[src/rtl/scope_pkg.sv]
// -----------------------------------------------------------------------------
// scope_pkg
//   Definitions shared by the scope capture and dump blocks.
//   - SMPL_DEPTH   : number of samples in each circular capture buffer
//   - CH1..CH3     : channel-select codes on the dump command
//   - CH_INV       : the unused select code, rejected with dump_err
//   - dump_state_t : state encoding of the channel dump sequencer
// -----------------------------------------------------------------------------
package scope_pkg;

  localparam int SMPL_DEPTH = 512;

  localparam logic [1:0] CH1    = 2'd0;
  localparam logic [1:0] CH2    = 2'd1;
  localparam logic [1:0] CH3    = 2'd2;
  localparam logic [1:0] CH_INV = 2'd3;

  typedef enum logic [2:0] {
    IDLE    = 3'd0,
    RD      = 3'd1,
    LATCH   = 3'd2,
    WAIT_TX = 3'd3,
    FIN     = 3'd4
  } dump_state_t;

endpackage : scope_pkg

[src/rtl/channel_dump.sv]
// -----------------------------------------------------------------------------
// channel_dump
//   Drains one captured channel from the circular capture RAM and streams it,
//   one byte at a time, to the UART transmitter. The dump starts at the oldest
//   sample (the capture write pointer at capture done) and walks the whole
//   buffer once, wrapping at the end, so exactly 2^DEPTH_W bytes are sent.
//   On completion dump_fin and clr_cap_done pulse together, releasing the
//   capture FSM from its DONE state.
//
// Ports
//   clk, rst_n                 system clock, asynchronous active-low reset
//   dump                       one-cycle dump request (ignored while busy)
//   dump_chan[1:0]             0/1/2 = CH1/CH2/CH3, 3 = invalid
//   start_addr[DEPTH_W-1:0]    oldest-sample address, sampled with dump
//   rdata_ch1..3[DATA_W-1:0]   synchronous RAM data, valid cycle after ram_en
//   tx_done                    UART has shifted out the current byte
//   ram_addr, ram_en           RAM read port
//   tx_data, trmt              byte to send and one-cycle UART start strobe
//   busy                       high from dump acceptance until dump_fin
//   dump_fin                   one-cycle pulse, dump complete (or rejected)
//   clr_cap_done               one-cycle pulse with dump_fin on a real dump
//   dump_err                   one-cycle pulse, invalid channel requested
// -----------------------------------------------------------------------------
module channel_dump
  import scope_pkg::*;
#(
  parameter int DEPTH_W = 9,
  parameter int DATA_W  = 8
) (
  input  logic               clk,
  input  logic               rst_n,
  input  logic               dump,
  input  logic [1:0]         dump_chan,
  input  logic [DEPTH_W-1:0] start_addr,
  input  logic [DATA_W-1:0]  rdata_ch1,
  input  logic [DATA_W-1:0]  rdata_ch2,
  input  logic [DATA_W-1:0]  rdata_ch3,
  input  logic               tx_done,
  output logic [DEPTH_W-1:0] ram_addr,
  output logic               ram_en,
  output logic [DATA_W-1:0]  tx_data,
  output logic               trmt,
  output logic               busy,
  output logic               dump_fin,
  output logic               clr_cap_done,
  output logic               dump_err
);

  dump_state_t        state_q, state_d;

  logic [1:0]         chan_q;     // channel latched at acceptance
  logic [DEPTH_W-1:0] ptr_q;      // current read address, wraps mod depth
  logic [DEPTH_W-1:0] cnt_q;      // samples already sent in this dump
  logic [DATA_W-1:0]  tx_data_q;
  logic [DATA_W-1:0]  sel_data;
  logic               trmt_q;
  logic               fin_q;
  logic               clr_q;
  logic               err_q;

  logic               req_idle;
  logic               accept;
  logic               reject;
  logic               last_smpl;
  logic               byte_done;

  // A request only counts in IDLE; while busy it is silently dropped.
  assign req_idle  = (state_q == IDLE) && dump;
  assign accept    = req_idle && (dump_chan != CH_INV);
  assign reject    = req_idle && (dump_chan == CH_INV);

  // The counter reaching all-ones means the byte in flight is the last of
  // the buffer; tx_done is only meaningful while waiting on the UART.
  assign last_smpl = (cnt_q == {DEPTH_W{1'b1}});
  assign byte_done = (state_q == WAIT_TX) && tx_done;

  // ---------------------------------------------------------------------------
  // State register
  // ---------------------------------------------------------------------------
  // NOTE: sequential state uses non-blocking assignments so every flop samples
  // the pre-edge value of every other flop, independent of block order.
  always_ff @(posedge clk or negedge rst_n) begin
    if (!rst_n) begin
      state_q <= IDLE;
    end else begin
      state_q <= state_d;
    end
  end

  // ---------------------------------------------------------------------------
  // Next-state logic
  // ---------------------------------------------------------------------------
  // NOTE: state_d is given a default before the case so that no path leaves it
  // unassigned, which would otherwise infer a latch.
  always_comb begin
    state_d = state_q;
    unique case (state_q)
      IDLE: begin
        if (accept) begin
          state_d = RD;
        end
      end
      RD: begin
        state_d = LATCH;
      end
      LATCH: begin
        state_d = WAIT_TX;
      end
      WAIT_TX: begin
        if (tx_done) begin
          state_d = last_smpl ? FIN : RD;
        end
      end
      FIN: begin
        state_d = IDLE;
      end
      default: begin
        state_d = IDLE;
      end
    endcase
  end

  // ---------------------------------------------------------------------------
  // Channel select: RAM data of the latched channel. The invalid code never
  // reaches here because it is rejected before chan_q is loaded.
  // ---------------------------------------------------------------------------
  always_comb begin
    sel_data = '0;
    unique case (chan_q)
      CH1:     sel_data = rdata_ch1;
      CH2:     sel_data = rdata_ch2;
      CH3:     sel_data = rdata_ch3;
      default: sel_data = '0;
    endcase
  end

  // ---------------------------------------------------------------------------
  // Read pointer, sample counter and latched channel
  // ---------------------------------------------------------------------------
  always_ff @(posedge clk or negedge rst_n) begin
    if (!rst_n) begin
      chan_q <= CH1;
      ptr_q  <= '0;
      cnt_q  <= '0;
    end else if (accept) begin
      chan_q <= dump_chan;
      ptr_q  <= start_addr;
      cnt_q  <= '0;
    end else if (byte_done && !last_smpl) begin
      // Pointer width equals the buffer address width, so the increment
      // wraps from the top of the buffer back to address 0 on its own.
      ptr_q  <= ptr_q + DEPTH_W'(1);
      cnt_q  <= cnt_q + DEPTH_W'(1);
    end
  end

  // ---------------------------------------------------------------------------
  // Registered UART byte, strobe and completion pulses
  // ---------------------------------------------------------------------------
  always_ff @(posedge clk or negedge rst_n) begin
    if (!rst_n) begin
      tx_data_q <= '0;
      trmt_q    <= 1'b0;
      fin_q     <= 1'b0;
      clr_q     <= 1'b0;
      err_q     <= 1'b0;
    end else begin
      // tx_data only changes in LATCH, so it is stable for the whole UART
      // transfer and until the next byte is fetched.
      if (state_q == LATCH) begin
        tx_data_q <= sel_data;
      end
      trmt_q <= (state_q == LATCH);
      // A rejected request reports completion immediately but does not
      // release the capture block, since nothing was drained.
      fin_q  <= (state_q == FIN) || reject;
      clr_q  <= (state_q == FIN);
      err_q  <= reject;
    end
  end

  // ---------------------------------------------------------------------------
  // Outputs
  // ---------------------------------------------------------------------------
  assign ram_en       = (state_q == RD);
  assign ram_addr     = ptr_q;
  assign tx_data      = tx_data_q;
  assign trmt         = trmt_q;
  assign busy         = (state_q != IDLE);
  assign dump_fin     = fin_q;
  assign clr_cap_done = clr_q;
  assign dump_err     = err_q;

endmodule : channel_dump

[config.mk]
export PLATFORM = sky130hd
export DESIGN_NAME = channel_dump
export DESIGN_NICKNAME = d
export VERILOG_FILES = /design/src/rtl/scope_pkg.sv /design/src/rtl/channel_dump.sv
export SDC_FILE = /design/constraint.sdc
export NUM_CORES = 1
export LEC_CHECK = 0
export BUFFER_PORTS_ARGS = -buffer_cell sky130_fd_sc_hd__buf_2
export CAP_MARGIN = 20
export CORE_ASPECT_RATIO = 0.9
export CORE_MARGIN = 8
export CORE_UTILIZATION = 49
export CTS_CLUSTER_DIAMETER = 60
export DETAILED_ROUTE_END_ITERATION = 10
export PLACE_DENSITY = 0.82
export SLEW_MARGIN = 20
export SYNTH_ARGS = -nofsm -noshare
export SYNTH_HDL_FRONTEND = slang
export SYNTH_SLANG_ARGS = --single-unit
[constraint.sdc]
create_clock -name clk -period 2.5 [get_ports clk]
set_input_delay 0.125 -clock clk [delete_from_list [all_inputs] [get_ports clk]]
set_output_delay 0.125 -clock clk [all_outputs]
set_load 0.03 [all_outputs]
==> results of run 1 <==
-- tightest hold or removal path: stages --
cell	delay, ps
buf_2	70
nand2_1	40
o21ai_0	60
-- stage by stage --
stage | instances | util
floorplan | 185 | -
global placement | 285 | 0.622
detailed placement | 285 | 0.622
CTS | 294 | 0.664
global route | 294 | 0.664
finish | 294 | 0.664
-- per-layer routing --
| metal | track usage | share of wire |
|---|---|---|
| met5 | 0 | 0 |
| met4 | 0.0821 | 0.017 |
| met3 | 0.0530 | 0.085 |
| met2 | 0.234 | 0.48 |
| met1 | 0.176 | 0.42 |
-- cells by family after synthesis --
kind of cell             after synthesis
AND/OR/NAND/NOR                       81
flip-flops                            35
XOR/XNOR                              10
adder cells (fa/ha/maj)                3
AO/OA/AOI/OAI                         34
buffers and inverters                 12
multiplexers                          10
-- power breakdown --
group / internal, mW / switching (mW)
Sequential: 0.767 / 0.238
Combinational: 0.429 / 0.696
Clock: 0.398 / 0.195
Total: 1.59 / 1.13
-- synthesized netlist by cell type (2+ instances only) --
cell | n | area (µm²)
a21oi_1 | 17 | 85.1
a221o_1 | 3 | 30.0
a22o_1 | 2 | 17.5
and2_1 | 2 | 12.5
buf_2 | 2 | 10.0
clkbuf_1 | 6 | 22.5
dfrtp_1 | 35 | 876
ha_1 | 3 | 37.5
inv_1 | 3 | 11.3
mux2i_1 | 9 | 90.1
nand2_1 | 12 | 45.0
nand3_1 | 7 | 35.0
nand4_1 | 2 | 12.5
nor2_1 | 33 | 124
nor2b_1 | 2 | 12.5
nor3_1 | 7 | 35.0
nor3b_1 | 3 | 22.5
nor4_1 | 6 | 37.5
o21ai_0 | 6 | 30.0
o21bai_1 | 2 | 15.0
or3_1 | 2 | 12.5
xnor2_1 | 9 | 78.8
-- state kept, by name, indices dropped and copies added, names as in the netlist --
name,count
trmt,1
ram_addr,9
dump_err,1
dump_fin,1
tx_data,8
chan_q,2
clr_cap_done,1
cnt_q,9
state_q,3
-- worst max-delay path by stage --
stage / slack, ps / endpoint / cells after the start / start
floorplan: 620 / ram_addr[7] / 5 / state_q[2]
global placement: 500 / ram_addr[8] / 7 / cnt_q[0]
detailed placement: 370 / ram_addr[7] / 8 / cnt_q[0]
CTS: 340 / ram_addr[7] / 8 / cnt_q[1]
global route: 180 / ram_addr[7] / 8 / cnt_q[0]
finish: 300 / ram_addr[7] / 8 / cnt_q[0]
-- area by class of cell --
cell class / count / share of cell area
clock buffer: 6 / 0.0321
multi-input combinational: 138 / 0.371
timing repair buffer: 66 / 0.153
clock inverter: 2 / 0.0266
inverter: 3 / 0.00499
sequential: 35 / 0.388
tap: 44 / 0.0244
-- timing repair --
item	CTS	global route
hold buffers	1	0
endpoints found under the hold margin	35	0
setup buffers	0	0
==> metrics.md, run 1 <==
| Metric | Value |
|---|---|
| Initial DRC count | `87` |
| Worst path max stage delay | `500 ps` |
| First-pass GRT wire length | `6870 µm` |
| Final WL | `4270 µm` |
| Yosys warnings | `0` |
| CP Buf/Inv Count | `1` |
| Worst Path Max Fanout | `15` |
| Final nets | `291` |
| DRC | `0` |
| Post-DR vias/cell | `5.37` |
| Critical Path End Type | `flip-flop` |
| Drt pass-1 iters | `4` |
| Crit path DAT | `2370 ps` |
| Tmin final | `about 2200 ps` |
| Post-Synth XOR/XNOR Area | `0.0499` |
| Height of the die | `about 73 µm` |
| Hold path endpoint | `ram_addr[5]` |
| Multi-input logic area | `~840 µm²` |
| Slew @ Worst Pin | `764 ps` |
| Clock sink count | `35` |
| Slowest-stage cell, CP | `ha_1` |
| Setup violations, final | `0` |
| Synth async-reset ratio | `1.00` |
| Ant. Diodes | `0` |
| Peak supply drop | `between 0.0008 and 0.0009 V` |
| Maximum clock rate | `about 450 MHz` |
| H-tree depth | `2` |
| Pin count of the biggest net entering global routing | `36` |
| Clk slew on worst S/H paths | `70 ps` |
| Seq/Total Area, Yosys | `0.499` |
| Leakage | `approximately 1.1 nW` |
| FF-to-FF Start | `cnt_q[0]` |
| Total power | `2.72 mW` |
| Antenna violations before repair | `0` |
| Largest family of logic cells by synthesized area | `simple AND/OR/NAND/NOR gates` |
| Clk_skew | `7.32 ps` |
| Initial Utilization | `0.516` |
| Fin crit share | `0.882` |
| CP delay by family, top | `adder cells` |
| Placed Area | `~2100 µm²` |
| Worst R2R End | `ram_addr[7]` |
| R2R depth | `8` |
| Worst setup SP type | `flip-flop` |
| Clk Latency, worst-skew pair | `around 280 ps` |
| Core area | `3400 µm²` |
| Fraction of layout cells with a size suffix above 1 | `0.304` |
| Fillers | `277` |
| Yosys cell types | `34` |
| Vias in the first global route | `1,494` |
| Reg area | `around 900 µm²` |
| DRT antenna net count | `0` |
| Max-cap check violation count | `0` |
| Synth Instances | `185` |
| Post-synthesis register bit count | `35` |
| Post-synthesis cell area | `between 1500 and 2000 µm²` |
| Worst EP required | `2670 ps` |
| Worst Hold Depth | `3` |
| Top Ports | `62` |
| Critical Setup Path Class | `flip-flop to flip-flop` |
| Most frequent CP cell | `ha_1` |
| Hold_sp | `start_addr[5]` |
| Relative max-transition margin | `0.491` |
| Top_reg_cell synth | `dfrtp_1` |
| Leading cell type in the layout, fill and taps excluded | `buf_2` |
| RePlAce Congestion | `0.881` |
| Setup TNS | `0 ps` |
| Final WS setup | `just under 300 ps` |
| Most frequent cells in the layout | `buf_2, dfrtp_1, nor2_1, a21oi_1, nand2_1` |
| Outcome | `finished clean` |
| Area grow syn2layout | `28.6%` |
| Area fraction in compound gates after synthesis | `0.125` |
| WHS | `41.7 ps` |
| HP Class | `primary input to flip-flop` |
| Synth Area in Simple Gates | `0.220` |
| CTS buffer count | `5` |
| GRT Resource Usage Total | `0.150` |
| Fin area | `2260 µm²` |
| Post-synthesis mux area share | `0.0577` |
| Post-cts resize count | `0` |
| DP Worst Slack | `372 ps` |
| GRT overflow | `0` |
| Num rows | `20` |
| Number of synthesized flops with an enable pin | `0` |
| Worst-path cell chain | `ha_1 > nand3_1 > nor2_1 > ha_1 > inv_1 > nand2b_1 > o21bai_1 > a221o_1` |
| Die W | `between 70 and 80 µm` |
| Max Transition Viols Final | `0` |
| Hpwl dp | `3150 µm` |
| Vias | `1,580` |
| Longest Clk Path Bufs | `2` |
| Synthesized area per cell | `9.50 µm²` |
| Clk root buf | `clkbuf_8` |
| Final Hold Vio Count | `0` |
| CTS tree | `done` |
| # port buffers | `~60` |
| Avg WL per Cell | `14.5 µm` |
| Power per cell area | `1210 nW/µm²` |
| Die footprint | `5760 µm²` |
| Syn nets | `227` |
| Area share of fa/ha/maj cells after synthesis | `0.0214` |
| Register-to-register setup slack | `300 ps` |
| Unrepaired setup endpoints after global routing | `false` |
Note: power is estimated with default switching activity, not from simulation.
==> run 2, diff against run 1 <==
- PLACE_DENSITY: 0.82 -> 0.86
==> metrics.md, run 2 (synthesis results as in run 1) <==
| Metric | Value |
|---|---|
| Post-layout util | `0.656` |
| Post-DR vias/cell | `5.31` |
| Worst-path cell chain | `ha_1 > nand3_1 > nor2_1 > ha_1 > inv_1 > nand2b_1 > o21bai_1 > a221o_1` |
| Max-cap check violation count | `0` |
| Initial DRC count | `102` |
| Leakage | `1.06 nW` |
| CTS tree | `done` |
| Leading cell type in the layout, fill and taps excluded | `buf_2` |
| Initial Utilization | `0.516` |
| Vias in the first global route | `1,499` |
| # port buffers | `between 60 and 70` |
| FF-to-FF Start | `cnt_q[0]` |
| Max Transition Viols Final | `0` |
| Sequential share of power | `0.384` |
| Relative max-transition margin | `0.405` |
| Setup TNS | `0 ps` |
| Power per cell area | `1170 nW/µm²` |
| Setup violations, final | `0` |
| Tmin final | `2120 ps` |
| GRT Resource Usage Total | `0.146` |
| Outcome | `finished clean` |
| Avg WL per Cell | `between 10 and 15 µm` |
| Ant. Diodes | `0` |
| Clock sink count | `35` |
| Fin crit share | `0.848` |
| Die footprint | `5760 µm²` |
| DRC | `0` |
| Critical Path Source | `cnt_q[0]` |
| Register-to-register setup slack | `380 ps` |
| Core area | `3400 µm²` |
| Internal Pwr Total | `1.48 mW` |
| Maximum clock rate | `472 MHz` |
| Worst R2R End | `ram_addr[7]` |
| Met2 Track Usage GR | `0.230` |
| DRT antenna net count | `0` |
| CP delay by family, top | `adder cells` |
| Final WL | `about 4200 µm` |
| Most frequent CP cell | `ha_1` |
| Slew @ Worst Pin | `between 800 and 900 ps` |
| Fraction of layout cells with a size suffix above 1 | `0.305` |
| First-pass GRT wire length | `approximately 6700 µm` |
| Most crowded layer after global routing | `met2` |
| Critical Path End | `ram_addr[7]` |
| R2R depth | `8` |
| Clk Latency, worst-skew pair | `300 ps` |
| H-tree depth | `2` |
| Worst Path Max Fanout | `15` |
| Logic pwr share | `0.423` |
| Met3 Use GR | `0.0690` |
| P_sw | `1.13 mW` |
| Final nets | `290` |
| Critical Path End Type | `flip-flop` |
| Worst path max stage delay | `around 500 ps` |
| Longest Clk Path Bufs | `2` |
| Hpwl dp | `3160 µm` |
| Worst setup SP type | `flip-flop` |
| Slowest-stage cell, CP | `ha_1` |
| Vias | `approximately 1,600` |
| Area grow syn2layout | `27.0%` |
| Die W | `79.1 µm` |
| Height of the die | `72.8 µm` |
| Worst EP required | `roughly 2700 ps` |
| Drt pass-1 iters | `4` |
| Critical Setup Path Class | `flip-flop to flip-flop` |
| Final Hold Vio Count | `0` |
| CTS buffer count | `5` |
| Num rows | `20` |
| Met1 Track Usage GR | `0.173` |
| Peak supply drop | `about 0.0007 V` |
| Unrepaired setup endpoints after global routing | `false` |
| Worst Hold Depth | `3` |
| HP Class | `primary input to flip-flop` |
| RePlAce Congestion | `0.853` |
| Most frequent cells in the layout | `buf_2, dfrtp_1, nor2_1, a21oi_1, nand2_1` |
| Pin count of the biggest net entering global routing | `36` |
| Clk root buf | `clkbuf_8` |
| Clk_skew | `10.9 ps` |
| GRT overflow | `0` |
| Clk pwr share | `0.192` |
| Top Ports | `62` |
| Switching Share | `0.432` |
| CP Buf/Inv Count | `1` |
| Stages on worst setup path | `8` |
| Clk slew on worst S/H paths | `80 ps` |
| Antenna violations before repair | `0` |
| Crit path DAT | `2300 ps` |
==> run 2: worst min path at each step <==
| stage | startpoint | endpoint | slack (ps) |
|---|---|---|---|
| after floorplan | rst_n | chan_q[0] | -170 |
| after global placement | rst_n | ram_addr[3] | 240 |
| after detailed placement | rst_n | ram_addr[3] | 240 |
| after CTS | start_addr[5] | ram_addr[5] | 30 |
| after global routing | start_addr[5] | ram_addr[5] | 50 |
| final | start_addr[5] | ram_addr[5] | 30 |
==> run 2: power groups by stage <==
| stage | sequential, mW | clock (mW) | combinational [mW] |
|---|---|---|---|
| 2_1_floorplan | 1.20 | 0 | 0.580 |
| 3_3_place_gp | 0.999 | 0 | 1.09 |
| 3_5_place_dp | 1.01 | 0 | 1.12 |
| 4_1_cts | 1.00 | 0.513 | 1.12 |
| 5_1_grt | 1.04 | 0.536 | 1.21 |
| 6_report | 1.00 | 0.502 | 1.10 |
==> run 2: metrics by stage <==
stage | cell area [µm²] | setup WS, ps | hold WS [ps] | cells | power, mW
global placement | 2110 | 476 | 235 | 284 | 2.09
CTS | 2230 | 388 | 25.3 | 293 | 2.63
detailed placement | 2110 | 390 | 240 | 284 | 2.13
global route | 2230 | 188 | 47.0 | 293 | 2.78
floorplan | 1760 | 622 | -171 | 185 | 1.78
finish | 2230 | 381 | 29.7 | 293 | 2.61
==> run 2: cell type report <==
type | count | area (µm²)
Fill cell | 282 | 1170
Inverter | 3 | 11.3
Timing Repair Buffer | 65 | 338
Multi-Input combinational cell | 138 | 838
Clock buffer | 5 | 68.8
Tap cell | 44 | 55.1
Sequential cell | 35 | 876
Clock inverter | 3 | 43.8
==> run 2: metal layers <==
| metal | up-vias | routed length, µm |
|---|---|---|
| li1 | 777 | - |
| met5 | - | 0 |
| met2 | 64 | 1860 |
| met1 | 714 | 1890 |
| met4 | 0 | 25 |
| met3 | 2 | 390 |
==> run 2: what timing repair did <==
action | CTS | global route
hold buffers | 1 | 0
endpoints found under the hold margin | 35 | 0
gates resized for setup | 0 | 0
setup buffers | 0 | 0
==> run 2: worst reg2reg max path: stages, from the launching register on <==
cell and delay [ps]:
dfrtp_1 390, ha_1 220, nand3_1 80, nor2_1 90, ha_1 500, inv_1 120
nand2b_1 190, o21bai_1 110, a221o_1 310
